**src/rtl/arm_mem_pkg.sv**
```systemverilog
// Shared definitions for the data-memory path: SRAM controller state encoding
// and the default data-memory base address used by the MEM stage.
package arm_mem_pkg;

  typedef enum logic [1:0] {
    IDLE = 2'd0,
    LO   = 2'd1,
    HI   = 2'd2,
    DONE = 2'd3
  } memState_e;

  localparam logic [31:0] DATA_MEM_BASE_DEFAULT = 32'd1024;
  localparam int unsigned WAIT_CYCLES_DEFAULT   = 1;

endpackage

```
**src/rtl/sram_controller.sv**
```systemverilog
// Data-memory responder: services a 32-bit MEM-stage load/store as two 16-bit
// SRAM accesses (low half, then high half) and holds ready low until done.
module sram_controller
  import arm_mem_pkg::*;
#(
  parameter int unsigned WAIT_CYCLES   = WAIT_CYCLES_DEFAULT,
  parameter logic [31:0] DATA_MEM_BASE = DATA_MEM_BASE_DEFAULT
) (
  input  logic        clk,
  input  logic        rst,
  input  logic        wr_en,
  input  logic        rd_en,
  input  logic [31:0] address,
  input  logic [31:0] write_data,
  output logic [31:0] read_data,
  output logic        ready,
  output logic [17:0] sram_addr,
  output logic [15:0] sram_dq_out,
  output logic        sram_dq_oe,
  input  logic [15:0] sram_dq_in,
  output logic        sram_we_n
);

  localparam logic [3:0] LastCount = 4'(WAIT_CYCLES);

  memState_e   state_q;
  logic [3:0]  count_q;
  logic        isWrite_q;
  logic [16:0] word_q;
  logic [31:0] wdata_q;
  logic [31:0] readData_q;
  logic [17:0] sramAddr_q;
  logic [15:0] dqOut_q;
  logic        dqOe_q;
  logic        weN_q;

  logic        request_d;
  logic [31:0] offset_d;
  logic [16:0] word_d;
  logic        lastCount_d;
  logic        unusedOffsetBits;

  // Offset wraps modulo 2^32, so addresses below the base land in high SRAM.
  assign request_d        = wr_en | rd_en;
  assign offset_d         = address - DATA_MEM_BASE;
  assign word_d           = offset_d[18:2];
  assign unusedOffsetBits = ^{offset_d[31:19], offset_d[1:0]};
  assign lastCount_d      = (count_q == LastCount);

  // Bus outputs are set on the edge entering each state so they are glitch-free.
  always_ff @(posedge clk or posedge rst) begin
    if (rst) begin
      state_q    <= IDLE;
      count_q    <= 4'd0;
      isWrite_q  <= 1'b0;
      word_q     <= 17'd0;
      wdata_q    <= 32'd0;
      readData_q <= 32'd0;
      sramAddr_q <= 18'd0;
      dqOut_q    <= 16'd0;
      dqOe_q     <= 1'b0;
      weN_q      <= 1'b1;
    end else begin
      case (state_q)
        IDLE: begin
          if (request_d) begin
            state_q    <= LO;
            count_q    <= 4'd0;
            isWrite_q  <= wr_en;
            word_q     <= word_d;
            wdata_q    <= write_data;
            sramAddr_q <= {word_d, 1'b0};
            dqOut_q    <= write_data[15:0];
            dqOe_q     <= wr_en;
            weN_q      <= ~wr_en;
          end
        end
        LO: begin
          if (lastCount_d) begin
            state_q    <= HI;
            count_q    <= 4'd0;
            sramAddr_q <= {word_q, 1'b1};
            dqOut_q    <= wdata_q[31:16];
            if (!isWrite_q) begin
              readData_q[15:0] <= sram_dq_in;
            end
          end else begin
            count_q <= count_q + 4'd1;
          end
        end
        HI: begin
          if (lastCount_d) begin
            state_q <= DONE;
            count_q <= 4'd0;
            dqOe_q  <= 1'b0;
            weN_q   <= 1'b1;
            if (!isWrite_q) begin
              readData_q[31:16] <= sram_dq_in;
            end
          end else begin
            count_q <= count_q + 4'd1;
          end
        end
        DONE: begin
          state_q <= IDLE;
        end
        default: begin
          state_q <= IDLE;
        end
      endcase
    end
  end

  assign ready       = (state_q == DONE) | ((state_q == IDLE) & ~request_d);
  assign read_data   = readData_q;
  assign sram_addr   = sramAddr_q;
  assign sram_dq_out = dqOut_q;
  assign sram_dq_oe  = dqOe_q;
  assign sram_we_n   = weN_q;

endmodule

```
**config.mk**
```make
export PLATFORM = sky130hd
export DESIGN_NAME = sram_controller
export DESIGN_NICKNAME = d
export VERILOG_FILES = /design/src/rtl/arm_mem_pkg.sv /design/src/rtl/sram_controller.sv
export SDC_FILE = /design/constraint.sdc
export NUM_CORES = 1
export LEC_CHECK = 0
export ABC_AREA = 1
export CAP_MARGIN = 20
export CELL_PAD_IN_SITES_DETAIL_PLACEMENT = 1
export CELL_PAD_IN_SITES_GLOBAL_PLACEMENT = 1
export CORE_ASPECT_RATIO = 2
export CORE_MARGIN = 3
export CORE_UTILIZATION = 35
export CTS_CLUSTER_SIZE = 12
export DETAILED_ROUTE_END_ITERATION = 12
export DONT_BUFFER_PORTS = 1
export PLACE_DENSITY = 0.64
export SLEW_MARGIN = 15
export SYNTH_ARGS = -nofsm -noshare
export SYNTH_HDL_FRONTEND = slang
export SYNTH_SLANG_ARGS = --single-unit
export TNS_END_PERCENT = 20
```
**constraint.sdc**
```tcl
create_clock -name clk -period 4.3 [get_ports clk]
set_input_delay 1.075 -clock clk [delete_from_list [all_inputs] [get_ports clk]]
set_output_delay 1.075 -clock clk [all_outputs]
set_load 0.005 [all_outputs]
```
==> run summary, run 1 <==
Non-filler instance count after layout: 755
Final total negative setup slack: 0 ps
Pin count of the biggest net entering global routing: 77
Hold path cells: 2
Leading cell type by number of instances after synthesis: nand2_1
CTS Hold Buffers Added: 0
H-tree Lvls: 3
Mapped Area: 4835 um^2
F_max: 355.1 MHz
Die width: 89.11 um
Gr ovfl total: 0
Clock skew: 9.015 ps
Number of remaining DRC errors: 0
Final wirelength: 12.48 mm
Vias after detailed routing: 3739
Max Buffers Root-to-Sink: 2
Syn_area_per_cell: 8.004 um^2
Min-Delay Path Class: flip-flop to flip-flop
# diodes: 0
Hold WS: 483.6 ps
Worst slew pin tran: 951.1 ps
Placement row count: 60
Starting Density: 35.78%
Avg WL per Cell: 16.53 um
Syn Inst Count: 604
Worst-Skew Late Latency: 350 ps
Worst r2r src: state_q[1]
Pwr dens: 805.5 nW/um^2
CTS tree: yes
Top Ports: 153
Placed Area: 4947 um^2
Status: complete, no violations
Primary FF master, synth: dfrtp_1
Peak supply drop: 0.4008 mV
TritonRoute pass-1 iters: 4
First-pass GRT wire length: 20.60 mm
CP max FO: 41
Startpoint Class: flip-flop
Slew HR: 36.59%
Hold Crit Endpoint: wdata_q[20]
Count of final max-slew check failures: 0
CP startpoint: state_q[1]
GPL Wtd Cong: 0.7273
Top cells by area, synth: dfrtp_1, nand2_1, o21ai_0
Root Driver: clkbuf_16
FF-to-FF path depth: 10
Static leakage: 0.002833 uW
Worst path arrival time: 3050 ps
GRT Util Overall: 17.39%
Synth cell types: 23
Fraction of layout cells with a size suffix above 1: 5.500%
CTS buffer count: 9
Post-DP HPWL: 8.990 mm
Antenna-violating nets left: 0
Initial antenna violation count: 0
Period utilization: 65.50%
FF+latch count, synth: 108
Sequential share of the synthesized area: 55.93%
Chip height: 172.2 um
Mapped Nets: 696
Initial drt markers: 133
Post-DR vias/cell: 4.952
Setup-failing EPs final: 0
Dpl cells: 739
Post-synth EDFFs: 0
CTS sink count: 108
Nets: 687
Share of the synthesized area in the top cell type: 55.38%
P&R area growth vs syn: 8.152%
Reg-to-reg slack, setup: 1480 ps
Synth area leader: dfrtp_1
YS warnings: 0
Worst Hold Launch: wdata_q[20]
Port Buffers: 0
Req. time, crit path: 4530 ps
PostCTS Resize Cnt: 0
Worst setup EP type: flip-flop
Crit Path Class: flip-flop to flip-flop
Core Area: 13510 um^2
Worst R2R End: sram_addr[11]
Post-layout util: 38.69%
Max-cap violations: 0
Synth top cells by count: nand2_1, dfrtp_1, o21ai_0, inv_1, nor2_1
Die area: 15340 um^2
Final instance area: 5229 um^2
Final Hold Vio Count: 0
Setup bufs post-CTS: 0
Ys async rst share: 100.0%
Clock Pin Slew Worst Setup and Hold Paths: 80 ps
Minimum clock period after layout: 2816 ps
RSZ-0062 raised after global routing: false
Vias in the first global route: 4164
[state kept, by name, indices dropped and copies added (netlist names)]
signal and count:
read_data 32, sram_addr 18, word_q 17, sram_dq_out 16, wdata_q 16, count_q 4, state_q 2, isWrite_q 1
sram_dq_oe 1, sram_we_n 1
[cell families after synthesis]
logic type / count (synthesis) / synth area share [%]
AND/OR/NAND/NOR: 333 / 26.79
flip-flops: 108 / 55.93
buffers and inverters: 80 / 6.936
AO/OA/AOI/OAI: 72 / 7.712
adder cells (fa/ha/maj): 8 / 2.070
XOR/XNOR: 2 / 0.3624
multiplexers: 1 / 0.2070
[power breakdown]
group	internal, uW	leakage (uW)	switching, uW
clock network	403	0.000142	404
registers	1530	0.00132	374
logic	478	0.00137	1020
total	2410	0.00283	1800
[how the worst max path moves through the flow]
stage,to,depth (start not counted)
finish,sram_addr[11],10
global route,sram_addr[11],10
CTS,sram_addr[11],10
detailed placement,sram_addr[11],10
global placement,sram_addr[11],10
floorplan,count_q[0],1
[routing by layer]
metal  wire (um)  vias up  global-route usage (%)
met5           0        -                       0
met4         168        0                   5.962
met3         945        9                   5.627
met2        6736      108                   31.87
met1        4632     1784                   18.06
li1            -     1838                       -
[cells in the final DEF, fill, tap and decap left out, drive strengths merged]
master	count
clkinv	3
dfstp	1
a21oi	1
o22ai	1
nand3	19
nor3	1
buf	5
mux2i	1
inv	59
o21ai	65
nand2	286
a31oi	4
dfrtp	107
nor2	27
clkbuf	9
ha	8
o211ai	1
xor2	2
[area by class of cell]
class,count,area [um^2]
sequential,108,2704
inverter,55,209.0
timing repair buffer,5,37.54
clock inverter,7,56.30
clock buffer,9,225.2
multi-input combinational,416,1803
fill,1642,8284
tap,155,193.9
[worst max-delay path, stage by stage (launching register included)]
cell and delay [ps]:
dfrtp_1 410, inv_1 110, ha_1 200, buf_4 270, inv_2 490, nand2_1 130
nand3_2 100, buf_4 410, inv_2 350, nand2_1 160, nand2_1 50
[per-stage QoR]
step / total power (uW) / worst slack, ps
after floorplan: 3049 / 381.1
after global placement: 3399 / 1490
after detailed placement: 3496 / 1399
after CTS: 4326 / 1383
after global routing: 4671 / 1146
final: 4212 / 1484
Note: power is estimated with default switching activity, not from simulation.
==> run 2, diff against run 1 <==
PLACE_DENSITY = 0.66   (was 0.64)
clock period = 2.5 ns   (was 4.3 ns; I/O delays follow)
==> run 2 against run 1 <==
Total power up 73%. Setup slack got worse by 1100 ps. Cell count grew 0.26%. Sequential share of layout area decreased by 0.18 points. Final area up 0.36%. Count of clock-buffer cells in the layout stayed put. Critical path type is now flip-flop to output port. Largest cell class unchanged. Largest power group unchanged.
==> run summary, run 2 (same netlist as run 1, synthesis figures left out) <==
Clock skew: 8.122 ps (-0.8929 ps)
Max FFs per register: 32 (unchanged)
Minimum clock period after layout: 2152 ps
Worst-Skew Late Latency: 340 ps (about the same)
P&R area growth vs syn: 8.540%
Pwr dens: 1390 nW/um^2 (+73%)
Most frequent cells in the layout: nand2_1, dfrtp_1, o21ai_0, inv_1, nor2_1
Post-DR vias/cell: 5.000 (+0.96%)
Port Buffers: 0 (unchanged)
Startpoint Class: flip-flop
Static leakage: 0.002828 uW (-0.18%)
CTS tree: yes
Post-layout util: 38.83% (+0.14 points)
F_max: 464.6 MHz
H-tree Lvls: 3 (unchanged)
Fraction of layout cells with a size suffix above 1: 5.814% (+0.31 points)
Antenna-violating nets left: 0 (unchanged)
Setup bufs post-CTS: 0 (unchanged)
Top Ports: 153 (unchanged)
Core Area: 13510 um^2 (unchanged)
Final wirelength: 12.47 mm (about the same)
Final Hold Vio Count: 0 (unchanged)
Die width: 89.11 um (unchanged)
GPL Wtd Cong: 0.7536 (+3.6%)
Crit Path Class: flip-flop to output port
Worst setup EP type: output port
Initial antenna violation count: 0 (unchanged)
Min-Delay Path Class: input pin to asynchronous set/reset pin
Placement row count: 60 (unchanged)
Gr ovfl total: 0 (unchanged)
Avg WL per Cell: 16.48 um (-0.33%)
Commonest non-fill, non-tap cell in the layout: nand2_1
Req. time, crit path: 1880 ps (-2650 ps)
Final total negative setup slack: 0 ps (unchanged)
# diodes: 0 (unchanged)
Worst path arrival time: 1530 ps (-1520 ps)
Post-DP HPWL: 9.190 mm (+2.2%)
Peak supply drop: 0.5724 mV (+43%)
Filler Cell Count: 1634 (-0.49%)
Die area: 15340 um^2 (unchanged)
Max-cap violations: 0 (unchanged)
RSZ-0062 raised after global routing: false
Clock Pin Slew Worst Setup and Hold Paths: 80 ps (about the same)
Vias after detailed routing: 3785 (+1.2%)
Initial drt markers: 86 (-35%)
TritonRoute pass-1 iters: 4 (unchanged)
Period utilization: 86.09%
Pre-CTS setup slack: 157.2 ps (-1242 ps)
Pin count of the biggest net entering global routing: 58 (-25%)
Chip height: 172.2 um (unchanged)
Worst slew pin tran: 743.6 ps (-207.5 ps)
Number of remaining DRC errors: 0 (unchanged)
Slew HR: 50.43% (+14 points)
CTS buffer count: 9 (unchanged)
Count of final max-slew check failures: 0 (unchanged)
CTS sink count: 108 (unchanged)
Status: complete, no violations
Root Driver: clkbuf_16
Final worst setup slack: 347.8 ps (-1136 ps)
Nets: 689 (+0.29%)
Setup-failing EPs final: 0 (unchanged)
Total power: 7293 uW (+73%)
CP max FO: 5 (-88%)
Starting Density: 35.78% (unchanged)
First-pass GRT wire length: 20.78 mm (+0.83%)
Max Buffers Root-to-Sink: 2 (unchanged)
Vias in the first global route: 4308 (+3.5%)
GRT Util Overall: 17.39% (about the same)
[run 2: through the flow]
stage	cells	instance area [um^2]	hold WS, ps
after CTS	757	5240	367.8
final	757	5248	343.7
after detailed placement	741	4964	465.7
after floorplan	604	4838	448.7
after global placement	741	4964	462.5
after global routing	757	5248	386.8
[run 2: final timing paths]
| kind | slack (ps) | end | cells past startpoint | startpoint |
|---|---|---|---|---|
| max | 350 | ready | 4 | state_q[1] |
| min | 340 | read_data[27] | 2 | rst |
| max reg2reg | 410 | sram_dq_out[15] | 7 | state_q[0] |
| min reg2reg | 480 | wdata_q[22] | 2 | wdata_q[22] |
| max in group asynchronous | 1600 | word_q[11] | 2 | rst |
| min in group clk | 390 | wdata_q[25] | 2 | write_data[25] |
[run 2: timing repair]
action,in CTS,in global routing
endpoints found under the setup margin,0,1
hold buffers,0,0
resized for setup,0,1
[run 2: power breakdown]
group | switching [uW] | internal (uW) | total [uW] | leakage, uW
sequential | 640 | 2630 | 3270 | 0.00132
clock | 660 | 682 | 1340 | 0.000132
combinational | 1820 | 856 | 2680 | 0.00137
[run 2: worst max-delay path, stage by stage, from the launching register on]
cell	delay (ps)
dfrtp_1	420
inv_1	120
ha_1	300
nand2_1	200
nand2_1	150
[run 2: area by class of cell]
class,instances,area [um^2],share of cell area [%]
Timing Repair Buffer,7,52.55,1.001
Clock inverter,7,51.30,0.9776
Tap cell,155,193.9,3.696
Multi-Input combinational cell,416,1810,34.50
Inverter,55,210.2,4.006
Sequential cell,108,2704,51.53
Clock buffer,9,225.2,4.292
[run 2: routing by layer]
layer	part of all wire [%]	vias up	GRT usage, %	wire length [um]
met5	0	-	0	0
met4	1.4	0	5.444	176
met3	6.7	11	4.769	834
met2	56	108	33.83	6969
met1	36	1830	16.99	4494
li1	-	1836	-	-
==> variant 1, RTL diff (settings of run 1) <==
Encoding of `memState_e`: now one-hot (4 bits for 4 states).
--- a/src/rtl/arm_mem_pkg.sv
+++ b/src/rtl/arm_mem_pkg.sv
@@ -2,11 +2,11 @@
 // and the default data-memory base address used by the MEM stage.
 package arm_mem_pkg;
 
-  typedef enum logic [1:0] {
-    IDLE = 2'd0,
-    LO   = 2'd1,
-    HI   = 2'd2,
-    DONE = 2'd3
+  typedef enum logic [3:0] {
+    IDLE = 4'b0001,
+    LO   = 4'b0010,
+    HI   = 4'b0100,
+    DONE = 4'b1000
   } memState_e;
 
   localparam logic [31:0] DATA_MEM_BASE_DEFAULT = 32'd1024;
Formal check against the unedited RTL: same outputs for any inputs over 10 cycles, from zero or initial values and one cycle with rst high; not proved beyond that.
==> variant 1 against run 1 <==
- sequential share of layout area decreased by 0.19 points
- worst setup slack improved by 0.16 ns
- first-iteration DRC count shrank 14%
- synthesized area increased by 2.3%
- sequential cell count up 2
- largest cell class unchanged
- worst hold slack lost 0.0099 ns
- power shrank 6.5%
- routed wire length rose by 5.6%
- count of clock-buffer cells in the layout did not move
- global-route usage hardly changed
- final area up 2.3%
- critical path depth shrank 3
==> variant 1: results (changes against run 1) <==
metric	value	unit	change
max incr delay on CP	0.60	ns	was 0.49 ns
Max VDD drop	310	uV	was 401 uV
Distinct cells, synth	30		was 23
dominant cells by area after synthesis	dfrtp_1 55%, nand2_1 14%, nand3_1 4.6%		was dfrtp_1 55%, nand2_1 22%, o21ai_0 5.4%
Total GRT Usage	17.4	%	about the same
RR Startpoint	state_q[2]		was state_q[1]
critical path peak fanout	67		was 41
Post-DP HPWL	9.14	mm	was 8.99 mm
min-delay src	wdata_q[30]		was wdata_q[20]
Post-DP Area	5040	um^2	was 4950 um^2
n_diodes	0		unchanged
CP max stage cell	nand2_2		was inv_2
fraction of registers with async set/reset	100	%	unchanged
Commonest cells post-synth	181 x nand2_1, 108 x dfrtp_1, 52 x inv_1, 45 x nand3_1, 35 x o21ai_0		was 286 x nand2_1, 107 x dfrtp_1, 52 x o21ai_0, 50 x inv_1, 27 x nor2_1
setup slack, reg-to-reg	2.02	ns	was 1.48 ns
Post-Syn Nets	654		was 696
Root Buffer	clkbuf_16		unchanged
largest net degree at the start of global routing	86		was 77
outcome	finished, final reports clean		unchanged
critical path's top delay family	simple AND/OR/NAND/NOR gates		was buffers and inverters
Rel. slew slack	48.2	%	was 36.6%
YS warnings	0		unchanged
Clock Path Buffers	2		unchanged
global-route wire length before repair	21.8	mm	was 20.6 mm
Reg2Reg Depth	6		was 10
H-tree depth	3		unchanged
top_reg_cell synth	dfrtp_1		unchanged
Vias/cell	5.07		was 4.95
Leak Pwr	0.00268	uW	was 0.00283 uW
Crit Reg-Reg Endpoint	sram_addr[11]		unchanged
Hold Path End	wdata_q[30]		was wdata_q[20]
Final Skew	0.0104	ns	was 0.00901 ns
Seq/Total Area, Yosys	55.7	%	was 55.9%
layout cells sized above 1	9.86	%	was 5.50%
initial antenna violation count	0		unchanged
Setup Fix Bufs, Post-CTS	0		unchanged
crit path DAT	2.87	ns	was 3.05 ns
Min-Delay Path Class	flip-flop to flip-flop		unchanged
initial drt markers	114		was 133
vias in the first global route	4197		was 4,164
drt wl/cell	17.7	um	was 16.5 um
Final Wtd Congestion	0.767		was 0.727
Critical Path Source	wr_en		was state_q[1]
NumNets Final	640		was 687
[variant 1: changes by cell type in the layout (fill, tap and decap cells not counted), sizes merged, moves of 3 or more]
cell	run 1	this run
nand2	286	184
or2	0	13
o211ai	1	27
nor2	27	24
a21oi	1	4
o21ai	65	60
nand4	0	4
a31oi	4	0
ha	8	3
nand3	19	48
[variant 1: logic make-up after synthesis]
family	after synthesis	synth area share [%]
and+or+nand+nor	274	24.1
DFF	110	55.7
AOI/OAI and AO/OA	93	11.4
buffers and inverters	86	7.84
adders and majority gates	3	0.759
xor gates and xnor gates	1	0.177
[variant 1: metrics by stage]
step,worst slack [ns],cells,hold WS (ns),utilization (%)
finish,1.65,744,0.474,39.1
global route,1.44,744,0.497,39.1
CTS,1.59,744,0.482,39.1
detailed placement,1.21,728,0.461,36.9
global placement,1.28,728,0.454,36.9
floorplan,0.326,567,0.441,-
[variant 1: layout make-up]
| class | instances | area [um^2] |
|---|---|---|
| Timing Repair Buffer | 5 | 37.5 |
| Tap cell | 186 | 233 |
| Clock buffer | 9 | 225 |
| Inverter | 56 | 215 |
| Sequential cell | 110 | 2760 |
| Fill cell | 1637 | 8320 |
| Multi-Input combinational cell | 371 | 1800 |
| Clock inverter | 7 | 80.1 |
[variant 1: worst min-delay path, delay by kind of cell (launching register included)]
kind             cells  cell delay, ns
DFF                  1            0.34
and+or+nand+nor      2            0.10
[variant 1: report_power, final]
part	total, uW	switching [uW]	internal (uW)
registers	1860	345	1520
logic	1210	796	414
clock network	864	403	461
[variant 1: layer usage]
metal  share of wire (%)  vias to the layer above  global-route usage [%]  wire length, um
met5                   0                        -                       0                0
met4                 1.8                        0                    5.82              235
met3                 6.0                       15                    4.76              795
met2                  56                      105                    33.3             7360
met1                  36                     1869                    18.0             4790
li1                    -                     1781                       -                -
[variant 1: how the worst max path moves through the flow]
stage	to	slack [ns]
final	sram_addr[11]	1.65
after global routing	sram_dq_out[1]	1.44
after CTS	sram_addr[11]	1.59
after detailed placement	sram_dq_out[2]	1.21
after global placement	sram_dq_out[14]	1.28
after floorplan	count_q[0]	0.33
==> variant 2, RTL diff (flow settings as in run 1) <==
Made on the original files. Make the reset (`rst`) synchronous in one clocked block.
--- a/src/rtl/sram_controller.sv
+++ b/src/rtl/sram_controller.sv
@@ -48,7 +48,7 @@
   assign lastCount_d      = (count_q == LastCount);
 
   // Bus outputs are set on the edge entering each state so they are glitch-free.
-  always_ff @(posedge clk or posedge rst) begin
+  always_ff @(posedge clk) begin
     if (rst) begin
       state_q    <= IDLE;
       count_q    <= 4'd0;
Check against the original RTL: differs if rst is asserted again (counterexample within 4 cycles, from zero or initial values and one cycle with rst high); with rst held inactive, the same outputs for 10 cycles.
==> variant 2 against run 1 <==
- sequential cell count is the same
- global-route usage grew 0.86 points
- final area shrank 3.2%
- synthesized area shrank 3.6%
- routed wire length grew 6.7%
- sequential share of layout area shrank 9.0 points
- worst setup slack gained 0.077 ns
- power shrank 16%
- largest power group unchanged
- highest routed layer unchanged
==> variant 2: results (changes against run 1) <==
metric	value	unit	change
Worst Tran Pin Value	1.06	ns	was 0.951 ns
Distinct cells, synth	26		was 23
Total GRT Usage	18.2	%	was 17.4%
Syn Inst Count	671		was 604
initial drt markers	125		was 133
layout cells sized above 1	5.19	%	was 5.50%
critical path peak fanout	5		was 41
setup slack, reg-to-reg	1.62	ns	was 1.48 ns
CP max stage cell	dfxtp_1		was inv_2
RR Startpoint	state_q[1]		unchanged
crit path DAT	1.66	ns	was 3.05 ns
Crit Reg-Reg Endpoint	sram_addr[14]		was sram_addr[11]
xor and xnor area share after synthesis	0.376	%	was 0.362%
Synth top area share	46.4	%	was 55.4%
Post-Synth Adder-Cell Area	2.15	%	was 2.07%
post-synthesis mux area share	0	%	was 0.207%
min-delay src	read_data[6]		was wdata_q[20]
max incr delay on CP	0.39	ns	was 0.49 ns
Hold Path End	read_data[6]		was wdata_q[20]
dominant cells by area after synthesis	dfxtp_1 46%, nand2_1 15%, a21oi_1 8.2%		was dfrtp_1 55%, nand2_1 22%, o21ai_0 5.4%
post-synthesis compound-gate area fraction	16.6	%	was 7.71%
drt wl/cell	16.5	um	about the same
Leak Pwr	0.00219	uW	was 0.00283 uW
largest net degree at the start of global routing	72		was 77
YS warnings	0		unchanged
outcome	finished, final reports clean		unchanged
Vias/cell	5.12		was 4.95
global-route wire length before repair	21.3	mm	was 20.6 mm
Commonest cells post-synth	183 x nand2_1, 108 x dfxtp_1, 77 x nor2_1, 76 x a21oi_1, 76 x inv_1		was 286 x nand2_1, 107 x dfrtp_1, 52 x o21ai_0, 50 x inv_1, 27 x nor2_1
hold depth	2		unchanged
Final Wtd Congestion	0.760		was 0.727
Seq/Total Area, Yosys	46.4	%	was 55.9%
top_reg_cell synth	dfxtp_1		was dfrtp_1
Placed Cells	788		was 739
vias in the first global route	4338		was 4,164
Max VDD drop	283	uV	was 401 uV
Reg2Reg Depth	6		was 10
Fillers	1652		was 1,642
Layout Cells excl Fill	807		was 755
fraction of registers with async set/reset	0	%	was 100%
Post-DP HPWL	9.11	mm	was 8.99 mm
critical path's top delay family	simple AND/OR/NAND/NOR gates		was buffers and inverters
Post-Syn Nets	763		was 696
Final Skew	0.0105	ns	was 0.00901 ns
NumNets Final	742		was 687
## variant 2: cell count changes in the layout (fill, tap and decap cells not counted), sizes merged, moves of 9 or more
| cell | before | now |
|---|---|---|
| dfrtp | 107 | 0 |
| a21oi | 1 | 76 |
| dfxtp | 0 | 108 |
| o21ai | 65 | 74 |
| nand2 | 286 | 184 |
| nor2 | 27 | 78 |
| inv | 59 | 81 |
## variant 2: worst min-delay path, stage by stage, from the launching register on
cell and delay (ns):
dfxtp_1 0.32, inv_1 0.05, a21oi_1 0.05
## variant 2: metrics by stage
stage	total power [uW]	utilization (%)	hold slack [ns]	setup slack [ns]	cell area [um^2]
after floorplan	2350	-	0.440	1.70	4660
after global placement	2570	36.0	0.452	1.41	4680
after detailed placement	2640	36.0	0.458	1.24	4680
after CTS	3580	38.6	0.469	1.22	5010
after global routing	3830	39.0	0.483	1.28	5060
final	3520	39.0	0.461	1.56	5060
## variant 2: routing by layer
layer  up-vias  GRT usage (%)  part of all wire (%)
met5         -              0                     0
met4         0           5.21                   1.4
met3        13           4.57                   6.2
met2       105           35.5                    56
met1      1962           18.4                    36
li1       2052              -                     -
## variant 2: area by class of cell
cell class	instances	area share, %
inverters	78	5.78
multi-input cells	448	39.9
flip-flops and latches	108	42.7
clock buffers	9	4.45
well taps	152	3.76
repair buffers	5	1.29
clock inverters	7	2.08
## variant 2: cell families after synthesis
family,after synthesis
AOI/OAI and AO/OA,152
xor gates and xnor gates,2
and+or+nand+nor,286
DFF,108
adders and majority gates,8
buffers and inverters,115
## variant 2: worst max-delay path by stage
stage	from	endpoint	slack, ns	cells after the start
3_3_place_gp	state_q[1]	read_data[8]	1.41	5
3_5_place_dp	state_q[1]	read_data[15]	1.24	5
6_report	state_q[0]	ready	1.56	5
4_1_cts	state_q[1]	read_data[15]	1.22	5
5_1_grt	state_q[1]	sram_addr[14]	1.28	6
2_1_floorplan	rd_en	ready	1.70	4
## variant 2: where the power goes
| part | internal (uW) | leakage [uW] | switching [uW] |
|---|---|---|---|
| Clock | 521 | 0.000159 | 402 |
| Combinational | 345 | 0.00115 | 780 |
| Sequential | 1280 | 0.000886 | 192 |
